$ cat src/rtl/uart_pkg.sv
// Shared definitions for the UART receive frame controller: FSM state
// encoding, default frame constants and the length-width helper.
package uart_pkg;

  typedef enum logic [2:0] {
    ST_IDLE    = 3'd0,
    ST_LEN     = 3'd1,
    ST_PAYLOAD = 3'd2,
    ST_CHK     = 3'd3,
    ST_DRAIN   = 3'd4
  } state_t;

  localparam logic [7:0] SOF_DEFAULT     = 8'hA5;
  localparam int         MAX_LEN_DEFAULT = 16;
  localparam int         TIMEOUT_DEFAULT = 640;

  // Bits needed to hold a length value 0..max_len inclusive.
  function automatic int len_width(input int max_len);
    return $clog2(max_len + 1);
  endfunction

  localparam int LW_DEFAULT = len_width(MAX_LEN_DEFAULT);

  // Modulo-256 checksum accumulation.
  function automatic logic [7:0] sum8(input logic [7:0] a, input logic [7:0] b);
    return a + b;
  endfunction

endpackage

$ cat src/rtl/uart_frame_buf.sv
// Payload buffer: DEPTH x 8 register file, one synchronous write port and
// one combinational read port. Out-of-range read addresses return 0.
module uart_frame_buf #(
  parameter int DEPTH = 16,
  parameter int AW    = 5
) (
  input  logic          clk,
  input  logic          rst_n,
  input  logic          we,
  input  logic [AW-1:0] waddr,
  input  logic [7:0]    wdata,
  input  logic [AW-1:0] raddr,
  output logic [7:0]    rdata
);

  logic [7:0] mem [DEPTH];

  // Storage write; cleared on reset so stale data never leaks out.
  always_ff @(posedge clk or negedge rst_n) begin
    if (!rst_n) begin
      for (int i = 0; i < DEPTH; i++) begin
        mem[i] <= 8'd0;
      end
    end else begin
      for (int i = 0; i < DEPTH; i++) begin
        if (we && (waddr == AW'(i))) begin
          mem[i] <= wdata;
        end else begin
          mem[i] <= mem[i];
        end
      end
    end
  end

  // Combinational read mux.
  always_comb begin
    rdata = 8'd0;
    for (int i = 0; i < DEPTH; i++) begin
      if (raddr == AW'(i)) begin
        rdata = mem[i];
      end else begin
        rdata = rdata;
      end
    end
  end

endmodule

$ cat src/rtl/uart_rx_frame_ctrl.sv
// UART receive frame controller: parses SOF, LEN, payload, CHK from the byte
// stream, buffers the payload and drains it over valid/ready only when the
// checksum sums to zero mod 256. Optional inter-byte timeout is enabled by
// defining UART_RX_TIMEOUT_EN.
module uart_rx_frame_ctrl
  import uart_pkg::*;
#(
  parameter int         MAX_LEN = MAX_LEN_DEFAULT,
  parameter logic [7:0] SOF     = SOF_DEFAULT,
`ifdef UART_RX_TIMEOUT_EN
  parameter int         TIMEOUT_CYC = TIMEOUT_DEFAULT,
`endif
  localparam int        LW      = len_width(MAX_LEN)
) (
  input  logic          clk,
  input  logic          rst_n,
  input  logic [7:0]    rx_data,
  input  logic          rx_valid,
  output logic [7:0]    frm_data,
  output logic          frm_valid,
  input  logic          frm_ready,
  output logic          frm_last,
  output logic [LW-1:0] frm_len,
  output logic          frame_done,
  output logic          err_chk,
  output logic          err_len,
  output logic          err_ovf,
  output logic          err_tmo,
  output logic          busy
);

  state_t        state_r, state_n;
  logic [LW-1:0] len_r, len_n;
  logic [LW-1:0] wr_ptr_r, wr_ptr_n;
  logic [LW-1:0] rd_ptr_r, rd_ptr_n;
  logic [7:0]    sum_r, sum_n;
  logic          buf_we;
  logic [7:0]    buf_rdata;
  logic          draining;
  logic          last_beat;
  logic          frame_done_r, frame_done_n;
  logic          err_chk_r, err_chk_n;
  logic          err_len_r, err_len_n;
  logic          err_ovf_r, err_ovf_n;
`ifdef UART_RX_TIMEOUT_EN
  localparam int TW = $clog2(TIMEOUT_CYC + 1);
  logic [TW-1:0] timer_r, timer_n;
  logic          err_tmo_r, err_tmo_n;
`endif

  uart_frame_buf #(
    .DEPTH (MAX_LEN),
    .AW    (LW)
  ) u_buf (
    .clk   (clk),
    .rst_n (rst_n),
    .we    (buf_we),
    .waddr (wr_ptr_r),
    .wdata (rx_data),
    .raddr (rd_ptr_r),
    .rdata (buf_rdata)
  );

  assign draining  = (state_r == ST_DRAIN);
  assign last_beat = draining && (rd_ptr_r == (len_r - LW'(1)));

  // Next-state, datapath and pulse decode for the frame parser.
  always_comb begin
    state_n      = state_r;
    len_n        = len_r;
    wr_ptr_n     = wr_ptr_r;
    rd_ptr_n     = rd_ptr_r;
    sum_n        = sum_r;
    buf_we       = 1'b0;
    frame_done_n = 1'b0;
    err_chk_n    = 1'b0;
    err_len_n    = 1'b0;
    err_ovf_n    = 1'b0;
    case (state_r)
      ST_IDLE: begin
        if (rx_valid && (rx_data == SOF)) begin
          state_n = ST_LEN;
        end else begin
          state_n = ST_IDLE;
        end
      end
      ST_LEN: begin
        if (rx_valid) begin
          if ((rx_data == 8'd0) || (int'(rx_data) > MAX_LEN)) begin
            err_len_n = 1'b1;
            state_n   = ST_IDLE;
          end else begin
            len_n    = LW'(rx_data);
            sum_n    = rx_data;
            wr_ptr_n = {LW{1'b0}};
            state_n  = ST_PAYLOAD;
          end
        end else begin
          state_n = ST_LEN;
        end
      end
      ST_PAYLOAD: begin
        if (rx_valid) begin
          buf_we   = 1'b1;
          sum_n    = sum8(sum_r, rx_data);
          wr_ptr_n = wr_ptr_r + LW'(1);
          if (wr_ptr_r == (len_r - LW'(1))) begin
            state_n = ST_CHK;
          end else begin
            state_n = ST_PAYLOAD;
          end
        end else begin
          state_n = ST_PAYLOAD;
        end
      end
      ST_CHK: begin
        if (rx_valid) begin
          if (sum8(sum_r, rx_data) == 8'd0) begin
            frame_done_n = 1'b1;
            rd_ptr_n     = {LW{1'b0}};
            state_n      = ST_DRAIN;
          end else begin
            err_chk_n = 1'b1;
            state_n   = ST_IDLE;
          end
        end else begin
          state_n = ST_CHK;
        end
      end
      ST_DRAIN: begin
        // Any byte arriving while the buffer drains is dropped.
        err_ovf_n = rx_valid;
        if (frm_ready) begin
          if (last_beat) begin
            rd_ptr_n = {LW{1'b0}};
            state_n  = ST_IDLE;
          end else begin
            rd_ptr_n = rd_ptr_r + LW'(1);
            state_n  = ST_DRAIN;
          end
        end else begin
          state_n = ST_DRAIN;
        end
      end
      default: begin
        state_n = ST_IDLE;
      end
    endcase
`ifdef UART_RX_TIMEOUT_EN
    // Inter-byte timer: a byte in the expiry cycle wins over the abort.
    timer_n   = {TW{1'b0}};
    err_tmo_n = 1'b0;
    if ((state_r == ST_LEN) || (state_r == ST_PAYLOAD) || (state_r == ST_CHK)) begin
      if (rx_valid) begin
        timer_n = {TW{1'b0}};
      end else if (timer_r == TW'(TIMEOUT_CYC - 1)) begin
        err_tmo_n = 1'b1;
        state_n   = ST_IDLE;
      end else begin
        timer_n = timer_r + TW'(1);
      end
    end else begin
      timer_n = {TW{1'b0}};
    end
`endif
  end

  // State, datapath and registered pulse outputs.
  always_ff @(posedge clk or negedge rst_n) begin
    if (!rst_n) begin
      state_r      <= ST_IDLE;
      len_r        <= {LW{1'b0}};
      wr_ptr_r     <= {LW{1'b0}};
      rd_ptr_r     <= {LW{1'b0}};
      sum_r        <= 8'd0;
      frame_done_r <= 1'b0;
      err_chk_r    <= 1'b0;
      err_len_r    <= 1'b0;
      err_ovf_r    <= 1'b0;
    end else begin
      state_r      <= state_n;
      len_r        <= len_n;
      wr_ptr_r     <= wr_ptr_n;
      rd_ptr_r     <= rd_ptr_n;
      sum_r        <= sum_n;
      frame_done_r <= frame_done_n;
      err_chk_r    <= err_chk_n;
      err_len_r    <= err_len_n;
      err_ovf_r    <= err_ovf_n;
    end
  end

`ifdef UART_RX_TIMEOUT_EN
  // Timeout counter and its abort pulse.
  always_ff @(posedge clk or negedge rst_n) begin
    if (!rst_n) begin
      timer_r   <= {TW{1'b0}};
      err_tmo_r <= 1'b0;
    end else begin
      timer_r   <= timer_n;
      err_tmo_r <= err_tmo_n;
    end
  end

  assign err_tmo = err_tmo_r;
`else
  assign err_tmo = 1'b0;
`endif

  // Stream outputs are forced to zero outside DRAIN.
  assign frm_valid  = draining;
  assign frm_data   = draining ? buf_rdata : 8'd0;
  assign frm_last   = last_beat;
  assign frm_len    = draining ? len_r : {LW{1'b0}};
  assign frame_done = frame_done_r;
  assign err_chk    = err_chk_r;
  assign err_len    = err_len_r;
  assign err_ovf    = err_ovf_r;
  assign busy       = (state_r != ST_IDLE);

endmodule

$ cat config.mk
export PLATFORM = sky130hd
export DESIGN_NAME = uart_rx_frame_ctrl
export DESIGN_NICKNAME = d
export VERILOG_FILES = /design/src/rtl/uart_pkg.sv /design/src/rtl/uart_frame_buf.sv /design/src/rtl/uart_rx_frame_ctrl.sv
export SDC_FILE = /design/constraint.sdc
export NUM_CORES = 1
export LEC_CHECK = 0
export BUFFER_PORTS_ARGS = -buffer_cell sky130_fd_sc_hd__buf_4
export CAP_MARGIN = 5
export CORE_MARGIN = 1.5
export CORE_UTILIZATION = 45
export DETAILED_ROUTE_END_ITERATION = 6
export GPL_TIMING_DRIVEN = 0
export PLACE_DENSITY = 0.67
export SLEW_MARGIN = 20
export SYNTH_ARGS = -nofsm -noshare
export SYNTH_HDL_FRONTEND = slang
export SYNTH_SLANG_ARGS = --single-unit
$ cat constraint.sdc
create_clock -name clk -period 3.87 [get_ports clk]
set_input_delay 0 -clock clk [delete_from_list [all_inputs] [get_ports clk]]
set_output_delay 0 -clock clk [all_outputs]
set_load 0.05 [all_outputs]
* Word-level counts from Yosys, hierarchy flattened
Cells that the tools add are included.
** Word-level totals
- Output and inout bits :: 21
- Word-level logic and storage cells :: 157
- Input port bits :: 12
- Register bits after elaboration :: 158
** Cells by class
- Order comparisons :: 1
- Bitwise gates (word level) :: 1
- Eq/ne operators :: 43
- Add/sub/neg operators :: 4
- Reduce and logical (&&, ||, !) cells :: 30
- Multiplexer cells :: 53
** Operator list (number)
- $mux 8 :: 20
- $eq 5x4->1 const B :: 16
- $eq 5x3->1 const B :: 8
- $mux 5 :: 8
- $eq 5x2->1 const B :: 4
- $pmux 5 s2 :: 2
- $logic_and 1x1->1 :: 18
- $mux 3 :: 6
- $logic_not 8->1 :: 2
- $pmux 8 s2 :: 1
- $pmux 3 s5 :: 1
- $mux 1 :: 14
- $ne 2x2->1 const B :: 6
- $add 5x1->5 const B :: 2
- $eq 5x1->1 const B :: 2
- $eq 5x5->1 :: 2
- $logic_not 5->1 :: 2
- $add 8x8->8 :: 1
- $eq 8x8->1 const B :: 1
- $gt 8x5->1 const B :: 1
- $reduce_and 4->1 :: 2
- $eq 3x2->1 const B :: 2
- $sub 5x1->5 const B :: 1
- $reduce_bool 2->1 :: 2
- 8 further kinds :: 8

* Depth between registers and ports, before layout
- Depth after elaboration :: 18
- Mapped depth :: 10
- Gate-level depth less buffers :: 9

* Modules after synthesis
From an unflattened synthesis, not the netlist that was laid out.
** Second synthesis, totals
- Cells, all modules :: 747
- Area total of the unflattened synthesis :: 8498.2 um2
** By module, submodules not included
- uart_frame_buf :: cells each 519, area each 6418.7 um2, seq. area each 3203.1 um2, times used 1
- uart_rx_frame_ctrl :: cells each 228, area each 2079.5 um2, seq. area each 750.7 um2, times used 1

* Worst setup path after synthesis
No wires, ideal clock.
- Path type :: register -> output
- From :: register rd_ptr_r[0]
- To :: output frm_data[0]
- Required time :: 3.870 ns
- Data arrival time :: 2.880 ns
- Buffers on the path :: 1
- Slack :: 0.990 ns
- Cell stages (with the launch flop) :: 10
- Cell sequence :: dfrtp_1 > ha_1 > clkbuf_1 > and3_1 > ha_1 > nor2_1 > nand2_1 > nor2_1 > o211ai_1 > o21ai_0
** Between the ends
- Cells in the longest elaborated chain, start to end :: 18
- Elaborated cells between the ends (all ways) :: 33
- Classes of those cells :: 15 x eq/ne; 17 x mux; 1 x reduce/logical
** Ends and longest elaborated chain
- start, declared :: RTL line uart_rx_frame_ctrl.sv:35 : logic [LW-1:0] rd_ptr_r, rd_ptr_n;
- start signal, assigned :: RTL line uart_rx_frame_ctrl.sv:174 : rd_ptr_r <= {LW{1'b0}};
- start signal, assigned :: RTL line uart_rx_frame_ctrl.sv:184 : rd_ptr_r <= rd_ptr_n;
- $logic_not 5->1 :: RTL line uart_frame_buf.sv:39 : if (raddr == AW'(i)) begin
- $mux 8 (15 in series) :: RTL line uart_frame_buf.sv:39
- $mux 8 * :: RTL line uart_frame_buf.sv:39
- $mux 8 * :: RTL line uart_rx_frame_ctrl.sv:212 : assign frm_data = draining ? buf_rdata : 8'd0;
- end, declared :: RTL line uart_rx_frame_ctrl.sv:19 : output logic [7:0] frm_data,
Mark *: on every way between the ends. The rest lies on a longest branch, timed or not.

* Worst setup path in the final report
- From :: register rd_ptr_r[1]
- To :: output frm_data[7]
Same word-level chain as after synthesis.

==> qor.csv <==
stage,metric,value,unit
status,status,"finished, final reports clean",
logic_synthesis,sequential area share after synthesis,0.463,
logic_synthesis,syn nets,771,
floorplanning,io pins,33,
setup_path,Setup crit end kind,primary output,
final_layout,Fillers,1652,
clocking,Worst-path clk slew,0.06,ns
grt,GRT Max-Usage Layer,met2,
timing,WHS,0.0150,ns
worst_hold_path,hold path startpoint,rx_data[3],
floorplanning,initial core utilization,0.458,
worst_hold_path,WHS Path Cells,4,
setup_path,Worst Setup Start Kind,register,
clocking,CTS tree,done,
floorplanning,die footprint,0.0198,mm²
routing,Iter 0 DRT Violations,487,
routing,post-route ant nets,0,
floorplanning,die height,141,µm
setup_path,crit path max fanout,10,
final_layout,most frequent cells in the layout,"158 x dfrtp_1, 70 x mux2_4, 56 x nand2_1",
pwr,Power per Cell Area,374,mW/mm²
routing,DRC viols,0,
pwr,Leak,4.63,nW
timing,Total Neg Setup Slack,0,ns
place,I/O Buffers,30,
grt,first-pass GRT wire length,34800,µm
clocking,Skew-Pair Late Insertion Delay,0.43,ns
timing,fin crit period,3.57,ns
logic_synthesis,"EDFF count, synth",0,
logic_synthesis,Synth Area in Compound Gates,0.129,
logic_synthesis,synthesized instance count,740,
logic_synthesis,dominant synthesized flop cell,dfrtp_1,
logic_synthesis,largest family of logic cells by synthesized area,multiplexers,
floorplanning,FP Rows,50,
clocking,Post-CTS Setup Repair Bufs,0,
clocking,H-tree Lvls,4,
grt,GR Util met2,0.354,
final_layout,fraction of layout cells with a size suffix above 1,0.269,
routing,Vias,6069,
logic_synthesis,Seq cells post-synth,158,
place,Final GP Congestion,0.846,
setup_path,path depth of the worst reg2reg path,10,
timing,worst slew pin tran,0.999,ns
job,max_cap viols,0,
grt,pin count of the biggest net entering global routing,100,
final_layout,fin nets,828,
clocking,total CTS buffers,17,
timing,Setup Skew,0.00793,ns
setup_path,crit path DAT,3.57,ns
setup_path,r2r startpoint,sum_r[0]$_DFFE_PN0P_,
floorplanning,total core area,0.0186,mm²
final_layout,Area Overhead vs Synth,14.7,%
grt,initial antenna violation count,0,
worst_hold_path,Worst Hold Path EP,err_len$_DFF_PN0_,
final_layout,"most common cell after layout, fill and taps aside",dfrtp_1,
timing,final period utilization,0.923,
timing,Slew Limit Fails,0,
place,Place WS,0.898,ns
pwr,Max IR drop VDD,0.000336,V
timing,fmax,280,MHz
setup_path,Required @ worst endpoint,3.87,ns
logic_synthesis,XOR/XNOR share of the synthesized area,0.0232,
place,post-DP HPWL,14800,µm
final_layout,ant diodes,0,
grt,met1 Resource Use GR,0.327,
logic_synthesis,adder-cell share of the synthesized area,0.0287,
timing,Final WS setup,0.299,ns
grt,number of global-route vias before repair,6211,
routing,First-pass DRT Iterations,5,
logic_synthesis,synth warn,0,
logic_synthesis,"Avg Cell Area, Syn",11.5,µm²
logic_synthesis,Post-Synth Simple-Gate Area,0.131,
logic_synthesis,asr flop ratio synth,1.00,
routing,WL final,21700,µm
timing,"Hold Vio Cnt, Final",0,
final_layout,utilization of the core after routing,0.525,
logic_synthesis,proportion of synthesized area in mux cells,0.189,
clocking,"buffers from clock root to sink, at most",2,
grt,met3 Use GR,0.0523,
setup_path,worst reg-to-reg setup slack,1.16,ns
logic_synthesis,Cell variety after synth,71,
timing,final setup violation count,0,
worst_hold_path,Hold Path Class,input port to register,
clocking,Sink Count,158,
clocking,hold-fix buffers at CTS,7,
setup_path,critical path type,register to primary output,
clocking,Root Buffer,clkbuf_16,
routing,vias per cell,5.81,
routing,WL/cell,20.8,µm
timing,max_slew headroom,0.334,
grt,global route total overflow,0,
grt,Total Routing Usage GR,0.231,
logic_synthesis,Post-Syn Area,0.00853,mm²
timing,RSZ-0062 raised after global routing,false,
floorplanning,Die Wd,141,µm
clocking,Post-CTS Resized,0,
setup_path,FF-to-FF End,rd_ptr_r[3]$_DFFE_PN0P_,
registers in the layout, summed over array words and instances, names as in the netlist:
signal,count
err_chk,1
err_len,1
err_ovf,1
frame_done,1
len_r,5
rd_ptr_r,5
state_r,3
sum_r,8
u_buf.mem,128
wr_ptr_r,5
cell usage after synthesis, types with 3 or more instances:
| library cell | count | area share |
|---|---|---|
| nor4bb_1 | 3 | 0.0035 |
| xnor2_1 | 14 | 0.014 |
| buf_2 | 11 | 0.0065 |
| nor2b_1 | 7 | 0.0051 |
| ha_1 | 18 | 0.026 |
| a211oi_1 | 3 | 0.0026 |
| nor2_4 | 3 | 0.0040 |
| o211ai_1 | 7 | 0.0062 |
| a31oi_1 | 8 | 0.0059 |
| nor4_1 | 3 | 0.0022 |
| and3_1 | 3 | 0.0022 |
| o22ai_1 | 20 | 0.015 |
| o31ai_1 | 7 | 0.0062 |
| o21ai_0 | 33 | 0.019 |
| inv_1 | 27 | 0.012 |
| mux2_2 | 49 | 0.065 |
| a22oi_1 | 3 | 0.0026 |
| a221oi_1 | 16 | 0.016 |
| nand4_1 | 4 | 0.0029 |
| and2_1 | 10 | 0.0073 |
| clkbuf_1 | 28 | 0.012 |
| a221o_1 | 7 | 0.0082 |
| nand2_1 | 56 | 0.025 |
| xor2_1 | 6 | 0.0062 |
| nand3_1 | 5 | 0.0029 |
| dfrtp_1 | 158 | 0.46 |
| buf_1 | 3 | 0.0013 |
| nor2_1 | 40 | 0.018 |
| nor3_1 | 18 | 0.011 |
| o21ai_1 | 6 | 0.0035 |
| mux2_4 | 70 | 0.12 |
| a21oi_1 | 23 | 0.013 |
| nand3_4 | 10 | 0.021 |
| nor3b_1 | 3 | 0.0026 |
| or3_1 | 3 | 0.0022 |
| o31a_1 | 7 | 0.0072 |
| a222oi_1 | 7 | 0.0082 |
kinds of logic (layout without fill, tap and decap cells):
| kind of cell | after synthesis | count (layout) |
|---|---|---|
| other cells | 1 | 1 |
| simple gates | 188 | 188 |
| fa+ha+maj | 19 | 19 |
| buf+inv | 71 | 141 |
| flops | 158 | 158 |
| mux | 120 | 120 |
| xor+xnor | 21 | 21 |
| compound gates | 162 | 162 |
through the flow:
step	cells	total power, W	area, µm²
after floorplan	740	0.00181	8530
after global placement	1004	0.00190	9050
after detailed placement	1005	0.00190	9090
after CTS	1044	0.00368	9790
after global routing	1044	0.00379	9790
final	1044	0.00366	9790
where the power goes:
part | internal (W) | total [W] | switching (W)
combinational | 0.0000648 | 0.000205 | 0.000140
sequential | 0.00166 | 0.00167 | 0.0000116
clock | 0.00107 | 0.00179 | 0.000713
total | 0.00280 | 0.00366 | 0.000865
final cells by class:
class	count	area, µm²	area share
Multi-Input combinational cell	511	4290	0.438
Sequential cell	158	3950	0.404
Clock buffer	21	470	0.0481
Timing Repair Buffer	38	330	0.0337
Tap cell	234	293	0.0299
Buffer	44	199	0.0203
Clock inverter	11	156	0.0160
Inverter	27	101	0.0104
layer usage:
| metal | up-vias | wire, µm |
|---|---|---|
| met3 | 28 | 1110 |
| li1 | 2823 | - |
| met2 | 163 | 10200 |
| met4 | 0 | 304 |
| met5 | - | 0 |
| met1 | 3055 | 10100 |
how the worst max path moves through the flow:
stage	startpoint	endpoint	cells after the start
floorplan	rd_ptr_r[0]$_DFFE_PN0P_	frm_data[0]	9
global placement	rd_ptr_r[1]$_DFFE_PN0P_	frm_data[7]	9
detailed placement	rd_ptr_r[1]$_DFFE_PN0P_	frm_data[7]	9
CTS	rd_ptr_r[1]$_DFFE_PN0P_	frm_data[7]	9
global route	rd_ptr_r[1]$_DFFE_PN0P_	frm_data[7]	9
finish	rd_ptr_r[1]$_DFFE_PN0P_	frm_data[7]	9
critical path: stages (launching register included):
cell and delay (ns):
dfrtp_1 0.45, inv_1 0.14, ha_1 0.34, clkbuf_1 0.48, nand3_1 0.56, o22ai_1 0.40, nor2_1 0.10, a222oi_1 0.27
o21ai_0 0.18, buf_4 0.22
Power figures use the tool's default switching activity.
